===== src/rtl/lock_seq_ctrl.sv =====
`default_nettype none
// ============================================================================
// Module   : lock_seq_ctrl
// Purpose  : Keypad lock sequencer. Collects three digits, drives the
//            combination comparator, and owns unlock, reprogramming and lockout.
//            Define LOCK_LOCKOUT_EN to enable the failed-attempt lockout.
// Revision : 1.0 - initial release
// ============================================================================
module lock_seq_ctrl #(
  parameter int DIGIT_W        = 5,
  parameter int MAX_FAILS      = 3,
  parameter int LOCKOUT_CYCLES = 1000,
  parameter int UNLOCK_CYCLES  = 500,
  parameter int DEF_C1         = 1,
  parameter int DEF_C2         = 2,
  parameter int DEF_C3         = 3
) (
  input  logic                               CLK,
  input  logic                               RST,
  input  logic                               KEY_VALID,
  input  logic [DIGIT_W-1:0]                 KEY,
  input  logic                               CLEAR,
  input  logic                               SET_REQ,
  input  logic                               RES,
  output logic                               LOAD,
  output logic [DIGIT_W-1:0]                 ENT1,
  output logic [DIGIT_W-1:0]                 ENT2,
  output logic [DIGIT_W-1:0]                 ENT3,
  output logic [DIGIT_W-1:0]                 STO1,
  output logic [DIGIT_W-1:0]                 STO2,
  output logic [DIGIT_W-1:0]                 STO3,
  output logic                               UNLOCKED,
  output logic                               LOCKED_OUT,
  output logic [1:0]                         DIGIT_CNT,
  output logic [$clog2(MAX_FAILS+1)-1:0]     FAIL_CNT
);

  localparam int c_fc_w    = $clog2(MAX_FAILS + 1);
  localparam int c_tmr_max = (UNLOCK_CYCLES > LOCKOUT_CYCLES) ? UNLOCK_CYCLES : LOCKOUT_CYCLES;
  localparam int c_tmr_w   = $clog2(c_tmr_max + 1);

  localparam logic [c_fc_w-1:0]  c_fail_max   = c_fc_w'(MAX_FAILS);
  localparam logic [c_tmr_w-1:0] c_unlock_ld  = c_tmr_w'(UNLOCK_CYCLES);
  localparam logic [c_tmr_w-1:0] c_lockout_ld = c_tmr_w'(LOCKOUT_CYCLES);
  localparam logic [c_tmr_w-1:0] c_tmr_one    = c_tmr_w'(1);
  localparam logic [DIGIT_W-1:0] c_zero_dig   = '0;

  localparam logic [2:0] c_idle    = 3'd0;
  localparam logic [2:0] c_check   = 3'd1;
  localparam logic [2:0] c_eval    = 3'd2;
  localparam logic [2:0] c_open    = 3'd3;
  localparam logic [2:0] c_program = 3'd4;
  localparam logic [2:0] c_lockout = 3'd5;

  logic [2:0]         state_q, state_d;
  logic [DIGIT_W-1:0] ent1_q, ent1_d;
  logic [DIGIT_W-1:0] ent2_q, ent2_d;
  logic [DIGIT_W-1:0] ent3_q, ent3_d;
  logic [DIGIT_W-1:0] sto1_q, sto1_d;
  logic [DIGIT_W-1:0] sto2_q, sto2_d;
  logic [DIGIT_W-1:0] sto3_q, sto3_d;
  logic [1:0]         digit_cnt_q, digit_cnt_d;
  logic [c_fc_w-1:0]  fail_cnt_q, fail_cnt_d;
  logic [c_tmr_w-1:0] timer_q, timer_d;

  logic               w_third;
  logic               w_tmr_expire;
  logic [c_fc_w-1:0]  w_fail_inc;

  assign w_third      = KEY_VALID && (digit_cnt_q == 2'd2);
  // The final counted cycle is the one where the timer holds 1.
  assign w_tmr_expire = (timer_q <= c_tmr_one);
  assign w_fail_inc   = (fail_cnt_q >= c_fail_max) ? c_fail_max : fail_cnt_q + 1'b1;

  // --------------------------------------------------------------------------
  // State register
  // --------------------------------------------------------------------------
  always_ff @(posedge CLK) begin
    if (RST) begin
      state_q     <= c_idle;
      ent1_q      <= '0;
      ent2_q      <= '0;
      ent3_q      <= '0;
      sto1_q      <= DIGIT_W'(DEF_C1);
      sto2_q      <= DIGIT_W'(DEF_C2);
      sto3_q      <= DIGIT_W'(DEF_C3);
      digit_cnt_q <= 2'd0;
      fail_cnt_q  <= '0;
      timer_q     <= '0;
    end else begin
      state_q     <= state_d;
      ent1_q      <= ent1_d;
      ent2_q      <= ent2_d;
      ent3_q      <= ent3_d;
      sto1_q      <= sto1_d;
      sto2_q      <= sto2_d;
      sto3_q      <= sto3_d;
      digit_cnt_q <= digit_cnt_d;
      fail_cnt_q  <= fail_cnt_d;
      timer_q     <= timer_d;
    end
  end

  // --------------------------------------------------------------------------
  // Next-state and datapath
  // --------------------------------------------------------------------------
  always_comb begin
    state_d     = state_q;
    ent1_d      = ent1_q;
    ent2_d      = ent2_q;
    ent3_d      = ent3_q;
    sto1_d      = sto1_q;
    sto2_d      = sto2_q;
    sto3_d      = sto3_q;
    digit_cnt_d = digit_cnt_q;
    fail_cnt_d  = fail_cnt_q;
    timer_d     = timer_q;

    case (state_q)
      c_idle: begin
        if (CLEAR) begin
          ent1_d      = c_zero_dig;
          ent2_d      = c_zero_dig;
          ent3_d      = c_zero_dig;
          digit_cnt_d = 2'd0;
        end else if (KEY_VALID) begin
          case (digit_cnt_q)
            2'd0: begin
              ent1_d      = KEY;
              digit_cnt_d = 2'd1;
            end
            2'd1: begin
              ent2_d      = KEY;
              digit_cnt_d = 2'd2;
            end
            default: begin
              ent3_d      = KEY;
              digit_cnt_d = 2'd0;
              state_d     = c_check;
            end
          endcase
        end
      end

      c_check: begin
        state_d = c_eval;
      end

      c_eval: begin
        ent1_d = c_zero_dig;
        ent2_d = c_zero_dig;
        ent3_d = c_zero_dig;
        if (RES) begin
          state_d    = c_open;
          fail_cnt_d = '0;
          timer_d    = c_unlock_ld;
        end else begin
          fail_cnt_d = w_fail_inc;
          state_d    = c_idle;
`ifdef LOCK_LOCKOUT_EN
          if (w_fail_inc == c_fail_max) begin
            state_d = c_lockout;
            timer_d = c_lockout_ld;
          end
`endif
        end
      end

      c_open: begin
        // A reprogram request in the last open cycle still wins over relock.
        if (SET_REQ) begin
          state_d = c_program;
          timer_d = c_unlock_ld;
        end else if (w_tmr_expire) begin
          state_d = c_idle;
          timer_d = '0;
        end else begin
          timer_d = timer_q - 1'b1;
        end
      end

      c_program: begin
        if (CLEAR) begin
          ent1_d      = c_zero_dig;
          ent2_d      = c_zero_dig;
          ent3_d      = c_zero_dig;
          digit_cnt_d = 2'd0;
          timer_d     = '0;
          state_d     = c_idle;
        end else if (w_third) begin
          // Commit all three digits in one edge so STO* is never half-updated.
          sto1_d      = ent1_q;
          sto2_d      = ent2_q;
          sto3_d      = KEY;
          ent1_d      = c_zero_dig;
          ent2_d      = c_zero_dig;
          ent3_d      = c_zero_dig;
          digit_cnt_d = 2'd0;
          timer_d     = '0;
          state_d     = c_idle;
        end else begin
          if (KEY_VALID && (digit_cnt_q == 2'd0)) begin
            ent1_d      = KEY;
            digit_cnt_d = 2'd1;
          end else if (KEY_VALID) begin
            ent2_d      = KEY;
            digit_cnt_d = 2'd2;
          end
          if (w_tmr_expire) begin
            ent1_d      = c_zero_dig;
            ent2_d      = c_zero_dig;
            ent3_d      = c_zero_dig;
            digit_cnt_d = 2'd0;
            timer_d     = '0;
            state_d     = c_idle;
          end else begin
            timer_d = timer_q - 1'b1;
          end
        end
      end

      c_lockout: begin
        if (w_tmr_expire) begin
          state_d    = c_idle;
          timer_d    = '0;
          fail_cnt_d = '0;
        end else begin
          timer_d = timer_q - 1'b1;
        end
      end

      default: begin
        state_d = c_idle;
      end
    endcase
  end

  // --------------------------------------------------------------------------
  // Outputs
  // --------------------------------------------------------------------------
  always_comb begin
    LOAD       = 1'b0;
    UNLOCKED   = 1'b0;
    LOCKED_OUT = 1'b0;
    case (state_q)
      c_check:   LOAD     = 1'b1;
      c_open:    UNLOCKED = 1'b1;
      c_program: UNLOCKED = 1'b1;
`ifdef LOCK_LOCKOUT_EN
      c_lockout: LOCKED_OUT = 1'b1;
`endif
      default: ;
    endcase
  end

  assign ENT1      = ent1_q;
  assign ENT2      = ent2_q;
  assign ENT3      = ent3_q;
  assign STO1      = sto1_q;
  assign STO2      = sto2_q;
  assign STO3      = sto3_q;
  assign DIGIT_CNT = digit_cnt_q;
  assign FAIL_CNT  = fail_cnt_q;

endmodule
`default_nettype wire


===== config.mk =====
export PLATFORM = sky130hd
export DESIGN_NAME = lock_seq_ctrl
export DESIGN_NICKNAME = d
export VERILOG_FILES = /design/src/rtl/lock_seq_ctrl.sv
export SDC_FILE = /design/constraint.sdc
export NUM_CORES = 1
export LEC_CHECK = 0
export ABC_CLOCK_PERIOD_IN_PS = 3600
export CAP_MARGIN = 15
export CORE_ASPECT_RATIO = 0.6
export CORE_MARGIN = 2
export CORE_UTILIZATION = 55
export DETAILED_ROUTE_END_ITERATION = 6
export HOLD_SLACK_MARGIN = 0.08
export PLACE_DENSITY = 0.83
export SLEW_MARGIN = 20
export SYNTH_ARGS = -nofsm -noshare
export SYNTH_HDL_FRONTEND = slang
export SYNTH_SLANG_ARGS = --single-unit

===== constraint.sdc =====
create_clock -name CLK -period 3.6 [get_ports CLK]
set_clock_uncertainty 0.2 [all_clocks]
set_input_delay 0.72 -clock CLK [delete_from_list [all_inputs] [get_ports CLK]]
set_output_delay 0.72 -clock CLK [all_outputs]
set_load 0.03 [all_outputs]

Word level (Yosys, flattened, before mapping)
Cells that the tools add are included.
{"block": "word_totals", "inputBits": 11, "word_cells": 108, "ff_bits": 47}
{"block": "op_classes", "n_reduce_logical": 18, "muxes": 54, "eq_ne": 21, "add_sub_neg": 2, "magnitude_cmp": 2, "bitwise": 1}
{"operator": "5-bit 2-to-1 mux", "count": 21}
{"operator": "10-bit 2-to-1 mux", "count": 5}
{"operator": "5-bit case mux with 3 select lines", "count": 3}
{"operator": "10-bit case mux with 4 select lines", "count": 1}
{"operator": "2-bit 2-to-1 mux", "count": 11}
{"operator": "3-bit 2-to-1 mux", "count": 7}
{"operator": "3-bit case mux with 6 select lines", "count": 1}
{"operator": "5-bit inequality test, second input constant", "count": 3}
{"operator": "2-bit case mux with 2 select lines", "count": 3}
{"operator": "10-bit by 1-bit less-or-equal comparator with 1-bit output, second input constant", "count": 1}
{"operator": "2-bit inequality test, second input constant", "count": 5}
{"operator": "10-bit by 1-bit subtractor with 10-bit output, second input constant", "count": 1}
{"operator": "3-bit inequality test, second input constant", "count": 3}
{"operator": "3-bit AND reduction", "count": 3}
{"operator": "4-bit AND reduction", "count": 2}
{"operator": "3-bit by 2-bit equality test with 1-bit output, second input constant", "count": 2}
{"operator": "3-bit equality test, second input constant", "count": 2}
{"operator": "6-bit inequality test, second input constant", "count": 1}
{"operator": "5-bit AND reduction", "count": 1}
{"operator": "4-bit inequality test, second input constant", "count": 1}
{"operator": "2-bit AND reduction", "count": 2}
{"operator": "2-bit nonzero test", "count": 2}
{"operator": "4-bit nonzero test", "count": 1}
{"operator": "2-bit OR reduction", "count": 2}
{"operator": "12 further kinds", "count": 14}

Longest topological paths before layout
Gate-level depths: netlist of run 1.
{"block": "logic_depth", "ltp_word": 7, "depth_mapped": 8}

Worst setup path after synthesis of run 1
OpenSTA, ideal clock, no wires.
{"block": "synth_path", "kind": "reg2out", "startpoint": "register state_q[0]", "endpoint": "output LOAD", "path_stages_with_launch": 4, "n_path_buf": 2, "required_time_ps": 2680, "setup_slack_ps": 1149, "arrival_ps": 1531, "cell_sequence": "dfxtp_1 buf_2 clkbuf_1 nor3b_1"}
{"block": "synth_via", "elab_chain_cells": 2}
{"element": "from (decl)", "line_no": "55", "rtl": "logic [2:0] state_q, state_d;"}
{"element": "from (signal assigned)", "line_no": "80", "rtl": "state_q <= c_idle;"}
{"element": "from (signal assigned)", "line_no": "91", "rtl": "state_q <= state_d;"}
{"element": "3-bit by 1-bit equality test with 1-bit output", "line_no": "245", "rtl": "case (state_q)"}
{"element": "1-bit 2-to-1 mux", "line_no": "245"}
{"element": "to (decl)", "line_no": "25", "rtl": "output logic LOAD,"}
No other way between the ends.

Worst setup path after layout of run 1
{"block": "layout_path", "startpoint": "register state_q[1]", "endpoint": "output UNLOCKED"}
{"block": "layout_via", "elab_chain_cells": 3, "word_cells_on_any_way": 4}
{"element": "3-bit equality test or 3-bit by 2-bit equality test with 1-bit output (tied branches)", "line_no": "245"}
{"element": "2-bit OR reduction (no source line) (*)"}
{"element": "1-bit 2-to-1 mux (*)", "line_no": "245"}
{"element": "to (decl)", "line_no": "32", "rtl": "output logic UNLOCKED,"}
Mark *: on every way between the ends. The rest lies on a longest branch, timed or not.

==> results.md, run 1 <==
- The HPWL after detailed placement is 4100 µm.
- The clock buffer count from CTS is 5.
- By count the netlist is led by 47 x sky130_fd_sc_hd__dfxtp_1, 41 x sky130_fd_sc_hd__nand2_1, 24 x sky130_fd_sc_hd__a21oi_1, 23 x sky130_fd_sc_hd__nor2_1, 11 x sky130_fd_sc_hd__o21ai_0.
- The synthesis warning total is 0.
- After detailed routing, the average wire length per cell comes to roughly 16 µm.
- The final period demand of the worst path is between 2 and 3 ns.
- The share of the synthesized area in the top cell type is 0.406.
- The combined area of the multi-input logic cells is 0.00127 mm².
- The H-tree depth is 2.
- The post-route worst hold slack is approximately 0.26 ns.
- The count of flip-flops with a built-in enable after synthesis is 0.
- Measured on the finished design, the core utilization comes to 0.706.
- The startpoint class of the critical path is a flip-flop.
- The insertion delay to the later sink of the worst-skew pair is 0.31 ns.
- The number of inserted diodes is 0.
- The clock-pin transition on the worst setup and hold timing paths is 0.09 ns.
- The run finished with clean final reports.
- The global-route usage over all layers is 0.265.
- The layout overhead on the synthesized area is 24.2%.
- By area the synthesized netlist is led by sky130_fd_sc_hd__dfxtp_1 41%, sky130_fd_sc_hd__nand2_1 6.6%, sky130_fd_sc_hd__a21oi_1 5.2%.
- In this run, distinct cell masters in the synthesized netlist total 55.
- Max-cap violations in this run came to 0.
- The starting density of the core is 0.568.
- The first global-routing pass estimated 9380 µm of wire.
- Counting every instance in the synthesized netlist gives 270.
- The highest attainable clock frequency is 0.347 GHz.
- The final cycle utilization of the critical path is 0.802.
- The area taken by flip-flops and latches is 941 µm².
- The hold violation count in the final report is 0.
- The proportion of synthesized chip area in sequential cells is 0.406.
- The number of I/O pins is 48.
- The design draws about 1.1 mW.
- The tightest min-delay check is of the reg2reg type.
- The final routed DRC violation total is 0.
- The post-synthesis average cell area is 8.58 µm².
- The non-filler instance count after layout is 370.
- The share of layout cells above drive strength 1 is 0.0903.
- The clock net in this run drives a total of 47 sinks.
- The cell sitting at the root of the clock tree is a sky130_fd_sc_hd__clkbuf_8.
- The critical path is of the reg2out type.
- The worst setup path is captured at an output pin.
- Before antenna repair, the detailed router went through 4 iterations.
- After clock tree synthesis, the flow added hold-fix buffers numbering 0.
- The floorplan has 18 rows.
- The arrival time of data at the critical path endpoint is 1.97 ns.
- After synthesis the netlist holds a flip-flop and latch count of between 40 and 50.
- The initial antenna violation count is 0.
- The vias per cell is 5.84.
- The final sum of negative setup slack is 0 ns.
- The required time at the worst-slack endpoint is around 2.7 ns.
- Setup violations remaining at the end of the flow were counted as 0.
- The TritonCTS clock tree is built.
- The layout net count is ~320.
- The max-slew violation count is 0.
- The slew at the pin with the worst max-slew slack is 0.837 ns.
- The first routing iteration left 106 violations.
- The most frequent cell after synthesis is sky130_fd_sc_hd__dfxtp_1.
- The number of fill cells in the layout is 327.
- Headroom to the max-slew limit came out at 0.437.
- The core region is 0.00408 mm².
- The deepest clock path buffer count is 2.
- The overall routed net length is 5750 µm.
- The number of placed instances, taps included, is about 360.
- Power spread over the standard cell area amounts to 381 mW/mm².
- The top fanout value on the critical path is 17.
- The die covers 0.00476 mm².
- The vertical die dimension is 54.3 µm.
- The total of cells resized after clock tree synthesis is 0.
- After synthesis the cells add up to 0.00232 mm².
- The worst voltage drop across the vdd grid is around 0.27 mV.
- Entering global routing, the biggest net connects 37 pins.
- The remaining number of nets flagged by the antenna check after routing is 0.
- The static leakage power is around 1.0 nW.
- Counting flops with an async set or reset pin after synthesis yields a share of 0.
- The cell type with the largest total area after synthesis is sky130_fd_sc_hd__dfxtp_1.
- The via count of the first global-routing pass is ~1.9k.
- Across all layers, the routed design uses between 2k and 2.5k vias.
- The placer congestion estimate is 0.865.
- The number of buffers inserted to repair setup after CTS is 0.
- The width of the chip is 87.8 µm.
- The count of buffers from port buffering is between 40 and 50.
- When the netlist entered floorplanning its net count stood at 283.
- In the synthesized netlist the dominant register cell turns out to be sky130_fd_sc_hd__dfxtp_1.
- The remaining global-route overflow is 0.
- Setup repair after global routing left no endpoint under its margin.
-- where the power goes --
group | internal, mW | switching (mW) | leakage [nW] | total, mW
sequential | 0.536 | 0.0222 | 0.381 | 0.559
clock | 0.158 | 0.185 | 0.0484 | 0.343
combinational | 0.0783 | 0.117 | 0.589 | 0.195
-- kinds of logic after synthesis --
| logic type | share of synthesized area |
|---|---|
| XOR/XNOR | 0.00378 |
| other | 0.00162 |
| buffers and inverters | 0.0448 |
| multiplexers | 0.00432 |
| AO/OA/AOI/OAI | 0.246 |
| flip-flops | 0.406 |
| AND/OR/NAND/NOR | 0.282 |
| adder cells (fa/ha/maj) | 0.0108 |
-- final timing paths --
path | start | end | slack (ns) | cells past startpoint
worst max-delay path | state_q[1] | UNLOCKED | 0.71 | 4
worst min register to register | STO2[3] | STO2[3] | 0.26 | 2
worst min-delay path | STO2[3] | STO2[3] | 0.26 | 2
worst max register to register | timer_q[0] | ENT1[4] | 1.04 | 7
-- metal layers --
metal / routed length (µm) / vias up / track usage / share of wire
li1: - / 1048 / - / -
met1: 2820 / 1042 / 0.385 / 0.49
met2: 2520 / 64 / 0.384 / 0.44
met3: 327 / 8 / 0.0649 / 0.057
met4: 82 / 0 / 0.0949 / 0.014
met5: 0 / - / 0 / 0
-- per-stage QoR --
stage	worst slack, ns	area [µm²]
after floorplan	1.15	2320
after global placement	0.672	2780
after detailed placement	0.564	2780
after CTS	0.728	2880
after global routing	0.554	2880
final	0.714	2880
-- flip-flops by register name, summed over array words and instances, names as in the netlist, 3 cells and up --
name and cells:
timer_q 10, ENT1 5, ENT2 5, ENT3 5, STO1 5, STO2 5
STO3 5, state_q 3
-- worst max-delay path, stage by stage, from the launching register on --
cell,delay [ns]
sky130_fd_sc_hd__dfxtp_1,0.48
sky130_fd_sc_hd__nor2_1,0.25
sky130_fd_sc_hd__nand2_1,0.13
sky130_fd_sc_hd__nand2_1,0.12
sky130_fd_sc_hd__clkdlybuf4s50_1,0.67
-- layout by cell type, fill, tap and decap left out, drive strengths merged, types with 3 or more instances in the layout --
| master | n |
|---|---|
| a211oi | 3 |
| a21oi | 27 |
| a22o | 10 |
| a31o | 5 |
| a31oi | 5 |
| clkbuf | 7 |
| clkdlybuf4s50 | 46 |
| dfxtp | 47 |
| inv | 5 |
| nand2 | 41 |
| nand3 | 5 |
| nand3b | 6 |
| nand4 | 3 |
| nor2 | 25 |
| nor2b | 5 |
| nor3 | 9 |
| nor3b | 8 |
| nor4 | 3 |
| o21ai | 11 |
| o21bai | 3 |
| or2 | 3 |
-- cell type report --
type	count	area share
Tap cell	60	0.0261
Clock buffer	7	0.0300
Clock inverter	1	0.00304
Timing Repair Buffer	48	0.165
Sequential cell	47	0.327
Multi-Input combinational cell	202	0.442
Inverter	5	0.00652
(Power assumes the default switching activity.)
==> run 2, diff against run 1 <==
ABC_CLOCK_PERIOD_IN_PS = 2800   (was 3600)
CORE_UTILIZATION = 51   (was 55)
PLACE_DENSITY = 0.78   (was 0.83)
clock period = 2.8 ns   (was 3.6 ns; I/O delays follow)
==> run 2 against run 1 <==
Total power up 43%. Design area up 4.1%. Critical path type unchanged. First-iteration DRC count up 21%. Sequential share of layout area down 1.3 points. Sequential cell count unchanged. Non-clock buffer count up 9. Hold slack worse by 0.0025 ns. Register-to-register slack worse by 0.82 ns. Clock power up 72%. Largest cell class unchanged. Highest routed layer unchanged.
==> results.md, run 2 (synthesized netlist as in run 1, its figures left out) <==
- STA classifies the critical path endpoint as an output pin.
- The via count of the first global-routing pass is 2035 (+9.7%).
- Dividing the final minimum period by the clock period gives 0.938.
- The worst relative slew slack was 0.421 (-0.0168).
- The number of rows created at floorplan is 18 (unchanged).
- The die area was 0.00511 mm² (+7.4%).
- The class of the tightest hold or removal check is reg2reg.
- The flow ran to the end, and the final reports show no timing, DRC or antenna violations.
- The global-route usage over all layers came to 0.240 (-0.0248).
- The remaining global-route overflow was 0 (unchanged).
- The total power consumption of the routed design is 1.57 mW (+43%).
- The width of the chip is 91.0 µm (+3.7%).
- Derived from the worst setup path, the maximum achievable clock frequency is 0.381 GHz.
- The deepest clock path buffer count came to 2 (unchanged).
- The total of cells resized after clock tree synthesis was 0 (unchanged).
- The clock buffer count from CTS is 5 (unchanged).
- The average routed wire per standard cell is 15.7 µm (+0.82%).
- The flip-flop count of the largest register after layout was 10 (unchanged).
- The placeable core region came to 0.00423 mm² (+3.9%).
- The startpoint class of the critical path is a flip-flop.
- The arrival time of data at the critical path endpoint was 1.87 ns (-0.10 ns).
- The count of buffers from port buffering is 46 (unchanged).
- The hold violation count in the final report is 0 (unchanged).
- In the layout the commonest cells are 47 x sky130_fd_sc_hd__dfxtp_1, 46 x sky130_fd_sc_hd__clkdlybuf4s50_1, 41 x sky130_fd_sc_hd__nand2_1, 24 x sky130_fd_sc_hd__a21oi_1, 23 x sky130_fd_sc_hd__nor2_1.
- The total of endpoints with negative setup slack in the final report is 0 (unchanged).
- The largest net degree at the start of global routing was 27 (-27%).
- The final setup slack of the worst path was 0.174 ns (-0.540 ns).
- The vertical die dimension is 56.2 µm (+3.6%).
- The clock-pin transition on the worst setup and hold timing paths is 0.10 ns (about the same).
- The number of inserted diodes was 0 (unchanged).
- The max-slew violation count is 0 (unchanged).
- The slew at the pin with the worst max-slew slack is 0.862 ns (+0.0250 ns).
- The placer congestion estimate is 0.918 (+6.1%).
- The cell at the root of the clock tree is sky130_fd_sc_hd__clkbuf_8.
- The H-tree depth came to 2 (unchanged).
- The required time at the worst-slack endpoint is 2.04 ns (-0.64 ns).
- The remaining number of nets flagged by the antenna check after routing is 0 (unchanged).
- The TritonCTS clock tree is built.
- The HPWL after detailed placement is 4270 µm (+4.4%).
- The number of I/O pins is 48 (unchanged).
- The number of design-rule violations left by the first detailed-router iteration is 128 (+21%).
- The wire length of the first global-routing pass is 9850 µm (+5.0%).
- The layout net count is 331 (+2.8%).
- The static leakage power is 1.09 nW (+6.7%).
- The number of max-cap violations was 0 (unchanged).
- The worst voltage drop across the vdd grid was 0.304 mV (+14%).
- The initial antenna violation count is 0 (unchanged).
- The top fanout value on the critical path is 10 (-7).
- Relative to the synthesized area, the layout overhead comes to 29.3%.
- The insertion delay to the later sink of the worst-skew pair is 0.31 ns (about the same).
- The final period demand of the worst path is 2.63 ns.
- The library cell used most frequently in the layout, excluding fill and tap cells, is sky130_fd_sc_hd__dfxtp_1.
- Setup repair after global routing left no endpoint under its margin.
- The number of vias after detailed routing came to 2202 (+1.9%).
- The final sum of negative setup slack is 0 ns (unchanged).
- The hold buffer count at cts was 0 (unchanged).
- The worst slack at placement is 0.125 ns (-0.439 ns).
- The final routed DRC violation total is 0 (unchanged).
- The register name with the most flops is timer_q.
- The share of layout cells above drive strength 1 is 0.116 (+0.0257).
- The number of buffers inserted to repair setup after CTS was 0 (unchanged).
- The overall routed net length is 5940 µm (+3.3%).
- The starting density of the core is 0.547 (-0.0212).
- The TritonCTS sink count is 47 (unchanged).
- The vias per cell is 5.81 (-0.57%).
- The critical setup path kind is reg2out.
- The total iterations of the first detailed-routing run is 4 (unchanged).
- The total power density per cell area is 525 mW/mm² (+38%).
- The post-route worst hold slack is 0.253 ns (-0.00253 ns).
-- run 2: cell types whose count changed in the layout (fill, tap and decap cells not counted) --
cell                        previous run  this run
sky130_fd_sc_hd__buf_4                 2        10
sky130_fd_sc_hd__bufinv_16             0         2
sky130_fd_sc_hd__buf_12                0         1
sky130_fd_sc_hd__clkbuf_8              6         5
sky130_fd_sc_hd__clkinv_4              1         0
-- run 2: stage by stage --
stage / cells / utilization / instance area [µm²]
4_1_cts: 379 / 0.707 / 2990
5_1_grt: 379 / 0.707 / 2990
3_3_place_gp: 371 / 0.676 / 2860
6_report: 379 / 0.707 / 2990
3_5_place_dp: 371 / 0.676 / 2860
2_1_floorplan: 270 / - / 2320
-- run 2: worst max-delay path, stage by stage (launching register included) --
cell	delay, ns
sky130_fd_sc_hd__dfxtp_1	0.42
sky130_fd_sc_hd__nor2_1	0.21
sky130_fd_sc_hd__nand2_1	0.15
sky130_fd_sc_hd__nand2_1	0.11
sky130_fd_sc_hd__clkdlybuf4s50_1	0.66
-- run 2: cell type report --
cell class	count	area [µm²]
Fill cell	354	1240
Inverter	5	18.8
Sequential cell	47	941
Clock inverter	2	60.1
Tap cell	60	75.1
Timing Repair Buffer	57	556
Multi-Input combinational cell	202	1270
Clock buffer	6	72.6
-- run 2: per-layer routing --
metal | global-route usage | vias to the layer above | wire length [µm]
li1 | - | 1064 | -
met1 | 0.354 | 1040 | 2930
met2 | 0.333 | 87 | 2480
met3 | 0.0596 | 11 | 437
met4 | 0.0931 | 0 | 93
met5 | 0 | - | 0
-- run 2: where the power goes --
part	internal [mW]	switching, mW	leakage [nW]	total (mW)
clock network	0.357	0.234	0.0654	0.591
logic	0.108	0.155	0.640	0.263
registers	0.690	0.0273	0.381	0.717
-- run 2: path summary, 6_finish.rpt --
path              startpoint       end  slack (ns)  cells past startpoint
setup reg to reg  timer_q[0]   ENT1[2]        0.22                      7
hold reg to reg      STO2[4]   STO2[4]        0.25                      2
hold / removal       STO2[4]   STO2[4]        0.25                      2
setup / recovery  state_q[1]  UNLOCKED        0.17                      4
